<file path="src/rtl/edge_scan_rd_pkg.sv">
// rtl/edge_scan_rd_pkg.sv - shared constants and FSM encoding for the edge accumulator scanner
//
// Purpose : geometry of the scanned accumulator (128 words of 32 bits), counter
//           widths and the scanner state encoding, shared by all edge_scan_rd files.
// Ports   : none (package).
package edge_scan_rd_pkg;

  localparam int WORDS  = 128;
  localparam int WORD_W = 32;
  localparam int IDX_W  = 7;
  localparam int CNT_W  = 13;
  localparam int POP_W  = 6;

  localparam logic [IDX_W-1:0] LAST_IDX = IDX_W'(WORDS - 1);

  typedef enum logic [1:0] {
    ST_IDLE = 2'd0,
    ST_SCAN = 2'd1,
    ST_OUT  = 2'd2,
    ST_DONE = 2'd3
  } state_e;

endpackage

</file>
<file path="src/rtl/edge_scan_rd_popcnt32.sv">
// rtl/edge_scan_rd_popcnt32.sv - 32-bit combinational population count
//
// Purpose : number of set bits in one accumulator word.
// Ports   : word_i  [31:0] in  - word to count
//           count_o [5:0]  out - number of ones in word_i (0..32)
module popcnt32
  import edge_scan_rd_pkg::*;
(
  input  logic [WORD_W-1:0] word_i,
  output logic [POP_W-1:0]  count_o
);

  always_comb begin
    count_o = '0;
    for (int i = 0; i < WORD_W; i++) begin
      count_o = count_o + POP_W'(word_i[i]);
    end
  end

endmodule

</file>
<file path="src/rtl/edge_scan_rd.sv">
// rtl/edge_scan_rd.sv - scans the 128-word edge accumulator and streams its words out
//
// Purpose : on start, walks idx 0..127 over the accumulator, captures each word,
//           totals its set bits, and offers (optionally only non-zero) words on a
//           valid/ready stream tagged with their word index.
// Ports   : CLK, RST_n       in  - clock, asynchronous active-low reset
//           start            in  - one-cycle scan request (ignored while busy)
//           sel1 [2:0]       out - word-group select, idx[6:4]
//           sel2 [7:0]       out - word select, {4'b0, idx[3:0]}
//           result_imp [31:0] in - accumulator word addressed by sel1/sel2
//           m_valid/m_ready  out/in - stream handshake
//           m_data [31:0]    out - captured word
//           m_index [6:0]    out - index of m_data
//           busy, done       out - scan in progress / one-cycle end-of-scan pulse
//           bit_count [12:0] out - set bits over all words of the last scan
module edge_scan_rd
  import edge_scan_rd_pkg::*;
#(
  parameter bit SKIP_ZERO = 1'b1
) (
  input  logic              CLK,
  input  logic              RST_n,
  input  logic              start,
  output logic [2:0]        sel1,
  output logic [7:0]        sel2,
  input  logic [WORD_W-1:0] result_imp,
  output logic              m_valid,
  input  logic              m_ready,
  output logic [WORD_W-1:0] m_data,
  output logic [IDX_W-1:0]  m_index,
  output logic              busy,
  output logic              done,
  output logic [CNT_W-1:0]  bit_count
);

  state_e              state_q, state_d;
  logic [IDX_W-1:0]    idx_q, idx_d;
  logic [WORD_W-1:0]   m_data_q, m_data_d;
  logic [IDX_W-1:0]    m_index_q, m_index_d;
  logic [CNT_W-1:0]    bit_count_q, bit_count_d;
  logic                m_valid_q, busy_q, done_q;
  logic [POP_W-1:0]    word_ones;

  popcnt32 u_popcnt (
    .word_i  (result_imp),
    .count_o (word_ones)
  );

  // The accumulator is addressed straight from the counter so the word is
  // available combinationally in the same SCAN cycle.
  assign sel1 = idx_q[6:4];
  assign sel2 = {4'b0000, idx_q[3:0]};

  always_comb begin
    state_d     = state_q;
    idx_d       = idx_q;
    m_data_d    = m_data_q;
    m_index_d   = m_index_q;
    bit_count_d = bit_count_q;

    case (state_q)
      ST_IDLE: begin
        if (start) begin
          idx_d       = '0;
          bit_count_d = '0;
          state_d     = ST_SCAN;
        end
      end

      ST_SCAN: begin
        m_data_d    = result_imp;
        m_index_d   = idx_q;
        bit_count_d = bit_count_q + CNT_W'(word_ones);
        if (SKIP_ZERO && (result_imp == '0)) begin
          if (idx_q == LAST_IDX) begin
            state_d = ST_DONE;
          end else begin
            idx_d = idx_q + 1'b1;
          end
        end else begin
          state_d = ST_OUT;
        end
      end

      ST_OUT: begin
        if (m_ready) begin
          if (idx_q == LAST_IDX) begin
            state_d = ST_DONE;
          end else begin
            idx_d   = idx_q + 1'b1;
            state_d = ST_SCAN;
          end
        end
      end

      ST_DONE: begin
        state_d = ST_IDLE;
      end

      default: begin
        state_d = ST_IDLE;
      end
    endcase
  end

  always_ff @(posedge CLK or negedge RST_n) begin
    if (!RST_n) begin
      state_q     <= ST_IDLE;
      idx_q       <= '0;
      m_data_q    <= '0;
      m_index_q   <= '0;
      bit_count_q <= '0;
      m_valid_q   <= 1'b0;
      busy_q      <= 1'b0;
      done_q      <= 1'b0;
    end else begin
      state_q     <= state_d;
      idx_q       <= idx_d;
      m_data_q    <= m_data_d;
      m_index_q   <= m_index_d;
      bit_count_q <= bit_count_d;
      // Status flags are registered copies of the next state so they line up
      // exactly with the state they describe.
      m_valid_q   <= (state_d == ST_OUT);
      busy_q      <= (state_d != ST_IDLE);
      done_q      <= (state_d == ST_DONE);
    end
  end

  assign m_valid   = m_valid_q;
  assign m_data    = m_data_q;
  assign m_index   = m_index_q;
  assign busy      = busy_q;
  assign done      = done_q;
  assign bit_count = bit_count_q;

endmodule

</file>
<file path="config.mk">
export PLATFORM = sky130hd
export DESIGN_NAME = edge_scan_rd
export DESIGN_NICKNAME = d
export VERILOG_FILES = /design/src/rtl/edge_scan_rd_pkg.sv /design/src/rtl/edge_scan_rd_popcnt32.sv /design/src/rtl/edge_scan_rd.sv
export SDC_FILE = /design/constraint.sdc
export NUM_CORES = 1
export LEC_CHECK = 0
export CORE_MARGIN = 1
export CORE_UTILIZATION = 45
export DETAILED_ROUTE_END_ITERATION = 12
export PLACE_DENSITY_LB_ADDON = 0.2
export SLEW_MARGIN = 15
export SYNTH_ARGS = -nofsm -noshare
export SYNTH_HDL_FRONTEND = slang
export SYNTH_SLANG_ARGS = --single-unit
</file>
<file path="constraint.sdc">
create_clock -name CLK -period 2.1 [get_ports CLK]
set_input_delay 0.42 -clock CLK [delete_from_list [all_inputs] [get_ports CLK]]
set_output_delay 0.42 -clock CLK [all_outputs]
set_load 0.1 [all_outputs]
</file>
==> results.py, run 1 <==
metrics = {
    "status": {
        "status": "finished, violations left",
        "violations": "design-rule violations, negative setup slack",
    },
    "sta": {
        "max_clock_freq_ghz": 0.169,
        "layout_setup_ws_ns": -3.82,
        "setup_viol": 16,
        "period_share_pct": 282,
        "post-route-min-period_ns": 5.92,
        "rsz0062_at_grt": "yes",
        "slew_viol_final": 0,
        "hold_viol": 0,
        "slew_headroom_pct": 60.8,
        "fin_skew_ns": 0.0143,
        "tns_ns": -45.61,
        "tightest_slew_ns": 0.583,
    },
    "clock_network": {
        "cts_tree": "built",
        "holdBufCountCts": 0,
        "root_buffer": "clkbuf_8",
        "htree_num_levels": 3,
        "cts_buffer_depth": 2,
        "cts-buffers-inserted": 9,
        "worstSkewPairLatency_ns": 0.35,
        "clkTransAtPathRegs_ns": 0.08,
        "cts_sinks": 64,
    },
    "worst_setup_path": {
        "cp.arrival_ns": 6.18,
        "path_cells": "buf_8 -> inv_8 -> ha_4 -> inv_2 -> fa_1 -> fa_1 -> fa_1 -> fa_1 -> fa_1 -> fa_1 -> fa_2 -> fa_2 -> inv_2 -> a21o_1 -> a21oi_2 -> xnor2_1 -> ha_1 -> nor3_1 -> a21oi_1 -> nand3_1 -> or4_1 -> a21oi_1",
        "critical-path-slowest-cell": "fa_1",
        "crit_family": "adder cells",
        "startpoint_type": "primary input",
        "path_common_cell": "fa_1",
        "critPathMaxFanout": 6,
        "crit_buf_inv": 4,
        "crit_path_end_kind": "register",
        "max_stage_delay_ns": 0.54,
        "crit_type": "in -> reg",
        "crit_required_ns": 2.37,
    },
    "route": {
        "wl_per_cell_um": 15.8,
        "vias": 3531,
        "drtPass1Iterations": 10,
        "postRouteAntennaNets": 0,
        "drt-initial-drc-count": 111,
        "wirelength_mm": 10.5,
        "post-route-drc-count": 8,
        "routed_via_density": 5.32,
    },
    "synth": {
        "syn_area_sq_um": 4120,
        "synthArstFlopShare_pct": 100,
        "synth_seq_cells": 64,
        "synthTopCellsByArea": "dfrtp_1 39%, fa_1 12%, mux2_2 11%, ha_1 6.1%, inv_1 6.0%",
        "yosysWarnings": 0,
        "yosysSeqAreaShare_pct": 38.9,
        "synth_common_cells": "66 x inv_1, 64 x dfrtp_1, 39 x mux2_2, 25 x fa_1, 20 x ha_1",
        "synth_ff_type": "dfrtp_1",
        "synth_edf_count": 0,
        "yosys.area.top_type": "dfrtp_1",
        "yosysMostFrequentCell": "inv_1",
        "ys_types": 53,
        "netlist.area_leader.share_pct": 38.9,
        "syn_avg_cell_area_sq_um": 10.7,
        "synthCells": 385,
    },
    "die": {
        "row_count": 34,
        "io-pin-count": 102,
        "start_util_pct": 46.7,
        "core_area_sq_um": 8810,
        "dieArea_sq_um": 9530,
        "dieHeight_um": 97.6,
        "die_x_um": 97.6,
    },
    "final_layout": {
        "fillers": 718,
        "antenna_cells": 0,
        "areaGrowthSynthToFinish_pct": 42.0,
        "multi_input_area_sq_um": 2350,
        "nets": 632,
        "regArea_sq_um": 1610,
        "drive_above_1_share_pct": 41.0,
    },
    "grt": {
        "grt_max_degree": 65,
        "grt_pass1_wl_mm": 17.4,
        "overflow": 0,
        "grt_pass1_vias": 3669,
        "grt_use_total_pct": 23.1,
        "antenna_found_initial": 0,
    },
    "job": {
        "drv_cap": 0,
    },
    "place": {
        "globalplace.congestion": 0.895,
        "numPortBuffers": 97,
        "place.detailed.hpwl_mm": 7.93,
    },
    "hold_path": {
        "hp-class": "in -> async",
    },
}
==> repair_timing <==
action                     4_1_cts  5_1_grt
resized for setup               35       23
pin swaps                       23       32
setup buffers                    1        3
setup endpoints to repair       18       25
==> flip-flops by register name, summed over array words and instances (netlist names) <==
signal and flops:
state_q 2, idx_q 7, done 1, busy 1, bit_count 13, m_index 7, m_data 32, m_valid 1
==> placed cells by master, fill, tap and decap left out, types with 5 or more instances in the layout <==
| cell | Yosys | final |
|---|---|---|
| a21oi_1 | 8 | 6 |
| and3_1 | 8 | 8 |
| buf_4 | 5 | 127 |
| clkbuf_8 | 0 | 9 |
| clkdlybuf4s50_1 | 0 | 18 |
| dfrtp_1 | 64 | 60 |
| dlygate4sd2_1 | 0 | 6 |
| fa_1 | 25 | 22 |
| ha_1 | 20 | 16 |
| inv_1 | 66 | 58 |
| inv_2 | 0 | 6 |
| mux2_2 | 39 | 39 |
| mux2i_1 | 6 | 6 |
| nand2_1 | 13 | 12 |
| nand3_1 | 7 | 7 |
| nor2_1 | 12 | 12 |
| nor2b_1 | 5 | 5 |
| nor3_1 | 7 | 7 |
| nor4_1 | 8 | 6 |
| o21ai_0 | 17 | 10 |
| o21ai_1 | 4 | 9 |
==> path summary, 6_finish.rpt <==
| check | from | end | slack (ns) | cells past startpoint |
|---|---|---|---|---|
| max | result_imp[0] | bit_count[11] | -3.82 | 22 |
| min | RST_n | m_data[14] | 0.08 | 2 |
| max reg2reg | state_q[0] | bit_count[11] | 0 | 6 |
| min reg2reg | m_data[7] | m_data[7] | 0.51 | 1 |
| max in group asynchronous | RST_n | idx_q[5] | 1.72 | 2 |
| min in group CLK | result_imp[28] | m_data[28] | 0.37 | 2 |
==> routing by layer <==
| layer | global-route usage (%) | vias to the layer above | part of all wire, % |
|---|---|---|---|
| met5 | 0 | - | 0 |
| met4 | 8.86 | 0 | 2.1 |
| met3 | 4.53 | 20 | 5.2 |
| met2 | 40.0 | 115 | 50 |
| met1 | 28.5 | 1743 | 43 |
| li1 | - | 1653 | - |
==> cell families (layout without fill, tap and decap cells) <==
| kind of cell | Yosys count | in the layout | share of synthesized area, % |
|---|---|---|---|
| muxes | 45 | 45 | 12.1 |
| DFF | 64 | 64 | 38.9 |
| xor gates and xnor gates | 5 | 5 | 1.06 |
| and+or+nand+nor | 80 | 80 | 10.9 |
| other | 1 | 4 | 0.0911 |
| AOI/OAI and AO/OA | 66 | 66 | 11.0 |
| adders and majority gates | 45 | 45 | 18.2 |
| buffers and inverters | 79 | 247 | 7.66 |
==> final cells by class <==
class                           instances  share of cell area, %
Tap cell                              108                   2.31
Clock buffer                           10                   2.18
Clock inverter                          6                  0.642
Sequential cell                        64                   27.5
Inverter                               66                   4.45
Multi-Input combinational cell        245                   40.2
Timing Repair Buffer                  165                   22.7
==> through the flow <==
step | worst slack (ns) | util [%] | area (sq um) | hold WS [ns] | instances
2_1_floorplan | -3.82 | - | 4210 | 0.124 | 388
3_3_place_gp | -4.60 | 63.4 | 5580 | 0.463 | 644
3_5_place_dp | -4.72 | 63.4 | 5580 | 0.464 | 644
4_1_cts | -4.00 | 65.8 | 5790 | 0.0937 | 661
5_1_grt | -4.05 | 66.4 | 5840 | 0.114 | 664
6_report | -3.82 | 66.4 | 5840 | 0.0798 | 664
Power of run 1 is not shown: default switching activity piles up to over one toggle a cycle in this logic, so the estimate is an artifact.
==> run 2: changes to the inputs <==
--- a/config.mk
+++ b/config.mk
@@ -6,7 +6,7 @@
 export NUM_CORES = 1
 export LEC_CHECK = 0
 export CORE_MARGIN = 1
-export CORE_UTILIZATION = 45
+export CORE_UTILIZATION = 50
 export DETAILED_ROUTE_END_ITERATION = 12
 export PLACE_DENSITY_LB_ADDON = 0.2
 export SLEW_MARGIN = 15
==> constraint.sdc (replaced) <==
create_clock -name CLK -period 5.7 [get_ports CLK]
set_input_delay 0.855 -clock CLK [delete_from_list [all_inputs] [get_ports CLK]]
set_output_delay 0.855 -clock CLK [all_outputs]
set_load 0.1 [all_outputs]
==> run 2 against run 1 <==
The flow finishes with violations (negative setup slack). Non-clock buffer count fell by 15. Cell count down 3.2%. Clock-buffer cell count shrank 1. Die area decreased by 9.8%. Wire length grew 0.34%. Worst hold slack improved by 0.43 ns. Via count down 0.28%.
==> results.py, run 2 (synthesis gave the netlist of run 1 again) <==
metrics = {
    "place": {
        "place_area_sq_um": 5570,
        "globalplace.congestion": 0.859,
        "numPortBuffers": 97,
        "dp_slack_ns": -1.45,
        "place.detailed.hpwl_mm": 7.65,
    },
    "final_layout": {
        "nets": 617,
        "stdcell_area_sq_um": 5930,
        "antenna_cells": 0,
        "largest_register_ffs": 32,
        "layout_common_cells": "80 x clkdlybuf4s50_1, 64 x dfrtp_1, 55 x inv_1",
        "mostFrequentLayoutCell": "clkdlybuf4s50_1",
        "areaGrowthSynthToFinish_pct": 44.1,
        "drive_above_1_share_pct": 29.4,
        "fin_util_pct": 75.6,
    },
    "die": {
        "dieHeight_um": 92.7,
        "start_util_pct": 52.5,
        "die_x_um": 92.7,
        "core_area_sq_um": 7850,
        "row_count": 32,
        "io-pin-count": 102,
        "dieArea_sq_um": 8600,
    },
    "worst_setup_path": {
        "cp.arrival_ns": 6.53,
        "max_stage_delay_ns": 0.56,
        "path_cells": "buf_8 -> inv_8 -> ha_4 -> inv_2 -> fa_1 -> fa_2 -> fa_1 -> fa_1 -> fa_1 -> fa_1 -> fa_2 -> fa_2 -> buf_4 -> xnor2_1 -> ha_2 -> nor2b_4 -> buf_4 -> o31ai_4 -> a211oi_2 -> mux2i_1 -> nand3_1",
        "crit_buf_inv": 5,
        "crit_required_ns": 5.94,
        "critPathMaxFanout": 3,
        "critical-path-slowest-cell": "fa_2",
        "crit_path_end_kind": "register",
        "startpoint_type": "primary input",
        "crit_type": "in -> reg",
        "crit_family": "adder cells",
        "path_common_cell": "fa_1",
    },
    "clock_network": {
        "clkTransAtPathRegs_ns": 0.08,
        "root_buffer": "clkbuf_8",
        "htree_num_levels": 3,
        "cts_tree": "built",
        "cts_buffer_depth": 2,
        "worstSkewPairLatency_ns": 0.35,
        "cts-buffers-inserted": 9,
        "holdBufCountCts": 0,
        "cts_sinks": 64,
    },
    "route": {
        "dr_wl_met3_um": 773,
        "met2_length_mm": 5.44,
        "drt-initial-drc-count": 147,
        "vias": 3521,
        "met1_length_mm": 4.08,
        "top_layer_used": "met4",
        "wirelength_mm": 10.6,
        "drtPass1Iterations": 4,
        "wl_per_cell_um": 16.4,
        "post-route-drc-count": 0,
        "routed_via_density": 5.48,
        "postRouteAntennaNets": 0,
    },
    "sta": {
        "tightest_slew_ns": 1.04,
        "setup_viol": 11,
        "hold_viol": 0,
        "slew_viol_final": 0,
        "max_clock_freq_ghz": 0.159,
        "fin_skew_ns": 0.00721,
        "slew_headroom_pct": 30.5,
        "whs_ns": 0.512,
        "post-route-min-period_ns": 6.29,
        "layout_setup_ws_ns": -0.591,
        "period_share_pct": 110,
        "rsz0062_at_grt": "yes",
    },
    "grt": {
        "grt_pass1_wl_mm": 17.1,
        "grt_pass1_vias": 3731,
        "grt_max_degree": 65,
        "overflow": 0,
        "grt_use_total_pct": 26.0,
        "antenna_found_initial": 0,
    },
    "status": {
        "status": "finished, violations left",
        "violations": "negative setup slack",
    },
    "job": {
        "drv_cap": 0,
    },
    "hold_path": {
        "hp-class": "reg -> reg",
    },
}
-- run 2: cell types whose count changed in the layout (fill, tap and decap cells not counted), sizes merged --
cell and delta:
dlygate4sd2 +3, bufinv +1, inv +2, clkdlybuf4s50 +62
buf -77, dlymetal6s2s -1, clkinvlp -2, clkbuf -3
-- run 2: metal layers --
layer | up-vias | GRT usage (%)
met5 | - | 0
met4 | 0 | 11.3
met3 | 25 | 7.96
met2 | 139 | 44.9
met1 | 1734 | 29.7
li1 | 1623 | -
-- run 2: path summary, 6_finish.rpt --
kind,start,end,slack (ns),cells past startpoint
setup / recovery,result_imp[0],bit_count[10],-0.59,21
hold / removal,m_data[11],m_data[11],0.51,1
setup reg to reg,state_q[0],idx_q[1],2.88,6
hold reg to reg,m_data[11],m_data[11],0.51,1
max in group asynchronous,RST_n,m_data[18],4.48,2
min in group asynchronous,RST_n,bit_count[5],0.68,2
-- run 2: timing repair --
action / CTS / global route
gates resized for setup: 45 / 23
pin swaps: 24 / 24
setup endpoints to repair: 12 / 12
endpoints found under the hold margin: 0 / 0
cloned: 0 / 0
buffers inserted: 3 / 5
-- run 2: cell type report --
type	count	area [sq um]
flip-flops and latches	64	1600
multi-input cells	245	2390
repair buffers	150	1350
inverters	66	260
fillers	556	1920
clock inverters	7	77.6
well taps	102	128
clock buffers	9	124
-- run 2: through the flow --
| stage | setup TNS (ns) | std cells |
|---|---|---|
| 2_1_floorplan | -4.87 | 388 |
| 3_5_place_dp | -15.26 | 619 |
| 5_1_grt | -6.68 | 643 |
| 4_1_cts | -5.62 | 638 |
| 6_report | -5.22 | 643 |
| 3_3_place_gp | -14.15 | 619 |
Power of run 2 is left out for the same reason.
==> run 3: changes to the inputs <==
--- a/config.mk
+++ b/config.mk
@@ -5,7 +5,7 @@
 export SDC_FILE = /design/constraint.sdc
 export NUM_CORES = 1
 export LEC_CHECK = 0
-export CORE_MARGIN = 1
+export CORE_MARGIN = 4
 export CORE_UTILIZATION = 50
 export DETAILED_ROUTE_END_ITERATION = 12
 export PLACE_DENSITY_LB_ADDON = 0.2
==> constraint.sdc (replaced) <==
create_clock -name CLK -period 5.7 [get_ports CLK]
set_input_delay 0.855 -clock CLK [delete_from_list [all_inputs] [get_ports CLK]]
set_output_delay 0.855 -clock CLK [all_outputs]
set_load 0.05 [all_outputs]
==> run 3 against run 2 <==
The flow still finishes with violations (negative setup slack). Cell count shrank 0.62%. Final area down 0.63%. Highest routed layer unchanged. Die area increased by 13%. Maximum frequency shrank 2.7%. Global-route usage decreased by 2.8 points.
==> results.py, run 3 (synthesis gave the netlist of run 1 again) <==
metrics = {
    "worst_setup_path": {
        "critPathMaxFanout": 4,
        "crit_required_ns": 5.93,
        "crit_path_end_kind": "register",
        "startpoint_type": "primary input",
        "crit_type": "in -> reg",
        "ff2ff_setup_slack_ns": 2.96,
        "cp.arrival_ns": 6.70,
        "timing.rr.start": "state_q[1]",
        "reg2reg_depth": 7,
        "regToRegEndpoint": "idx_q[4]",
    },
    "final_layout": {
        "regArea_sq_um": 1600,
        "antenna_cells": 0,
        "nets": 613,
        "layout_common_cells": "80 x clkdlybuf4s50_1, 64 x dfrtp_1, 54 x inv_1",
        "areaGrowthSynthToFinish_pct": 43.2,
        "multi_input_area_sq_um": 2390,
        "largest_register_ffs": 32,
        "drive_above_1_share_pct": 29.6,
        "fillers": 553,
        "mostFrequentLayoutCell": "clkdlybuf4s50_1",
    },
    "sta": {
        "rsz0062_at_grt": "yes",
        "fin_skew_ns": 0.00750,
        "setup_viol": 11,
        "post-route-min-period_ns": 6.47,
        "slew_headroom_pct": 45.4,
        "period_share_pct": 113,
        "tightest_slew_ns": 0.819,
        "hold_viol": 0,
        "tns_ns": -6.30,
        "max_clock_freq_ghz": 0.155,
        "layout_setup_ws_ns": -0.768,
        "slew_viol_final": 0,
    },
    "place": {
        "globalplace.congestion": 0.892,
        "place.detailed.hpwl_mm": 8.13,
        "numPortBuffers": 97,
    },
    "clock_network": {
        "htree_num_levels": 3,
        "cts_tree": "built",
        "worstSkewPairLatency_ns": 0.34,
        "cts_sinks": 64,
        "clkTransAtPathRegs_ns": 0.08,
        "root_buffer": "clkbuf_8",
        "cts-buffers-inserted": 9,
        "cts_buffer_depth": 2,
        "holdBufCountCts": 0,
    },
    "die": {
        "row_count": 32,
        "dieArea_sq_um": 9750,
        "dieHeight_um": 98.7,
        "die_x_um": 98.7,
        "io-pin-count": 102,
        "core_area_sq_um": 7850,
        "start_util_pct": 52.5,
    },
    "grt": {
        "grt_pass1_wl_mm": 18.3,
        "grt_pass1_vias": 3706,
        "overflow": 0,
        "grt_max_degree": 65,
        "antenna_found_initial": 0,
        "grt_use_total_pct": 23.2,
    },
    "route": {
        "post-route-drc-count": 0,
        "wirelength_mm": 11.3,
        "drtPass1Iterations": 4,
        "routed_via_density": 5.50,
        "vias": 3514,
        "wl_per_cell_um": 17.7,
        "postRouteAntennaNets": 0,
        "drt-initial-drc-count": 138,
    },
    "status": {
        "violations": "negative setup slack",
        "status": "finished, violations left",
    },
    "hold_path": {
        "min_delay_path_depth": 1,
        "hp-class": "reg -> reg",
        "hp-start": "m_index[3]",
        "min_to": "m_index[3]",
    },
    "job": {
        "drv_cap": 0,
    },
}
[run 3: cell count changes in the layout (fill, tap and decap cells not counted), moves of 2 or more]
cell	delta
a21oi_2	-2
buf_4	-4
clkbuf_2	+4
nor3_2	+2
dlygate4sd2_1	-6
a21oi_1	+2
[run 3: repair_timing]
action,in CTS,in global routing
setup endpoints to repair,12,12
gates cloned,0,0
pin swaps,20,35
gates resized for setup,38,48
buffers inserted,4,7
[run 3: metal layers]
layer  share of wire [%]  up-vias  track usage (%)
li1                    -     1613                -
met1                  42     1732             30.0
met2                  49      137             38.2
met3                 6.5       32             5.66
met4                 2.7        0             8.51
met5                   0        -                0
[run 3: area by class of cell]
| type | count | share of cell area (%) |
|---|---|---|
| clock buffer | 10 | 2.34 |
| clock inverter | 6 | 1.15 |
| inverter | 66 | 4.42 |
| multi-input combinational | 245 | 40.6 |
| sequential | 64 | 27.2 |
| tap | 102 | 2.17 |
| timing repair buffer | 146 | 22.2 |
[run 3: worst max-delay path by stage]
| stage | slack, ns | cells after the start | startpoint | endpoint |
|---|---|---|---|---|
| finish | -0.77 | 22 | result_imp[0] | bit_count[6] |
| global placement | -1.37 | 22 | result_imp[0] | bit_count[11] |
| detailed placement | -1.54 | 22 | result_imp[0] | bit_count[6] |
| global route | -0.88 | 22 | result_imp[0] | bit_count[6] |
| floorplan | -0.63 | 21 | result_imp[0] | bit_count[11] |
| CTS | -0.71 | 22 | result_imp[0] | bit_count[10] |
[run 3: critical path, stage by stage]
cell       delay (ns)
buf_8            0.09
inv_8            0.03
ha_4             0.25
inv_2            0.03
fa_1             0.46
fa_1             0.53
fa_1             0.43
fa_1             0.51
fa_1             0.45
fa_1             0.52
fa_2             0.39
fa_2             0.39
inv_2            0.06
a21o_1           0.11
a21oi_2          0.05
xnor2_1          0.25
ha_1             0.33
o21a_1           0.18
o31a_1           0.16
o21ai_2          0.24
a2111oi_2        0.11
a211o_1          0.27
[run 3: stage by stage]
stage               instance area, sq um  utilization, %  cells  hold WS (ns)  setup WS [ns]
global placement                    5510            70.2    612         0.489          -1.37
CTS                                 5760            73.5    632         0.514         -0.713
global route                        5890            75.1    639         0.529         -0.879
finish                              5890            75.1    639         0.510         -0.768
floorplan                           4190               -    388         0.559         -0.631
detailed placement                  5510            70.2    612         0.496          -1.54
Power of run 3 is left out for the same reason.
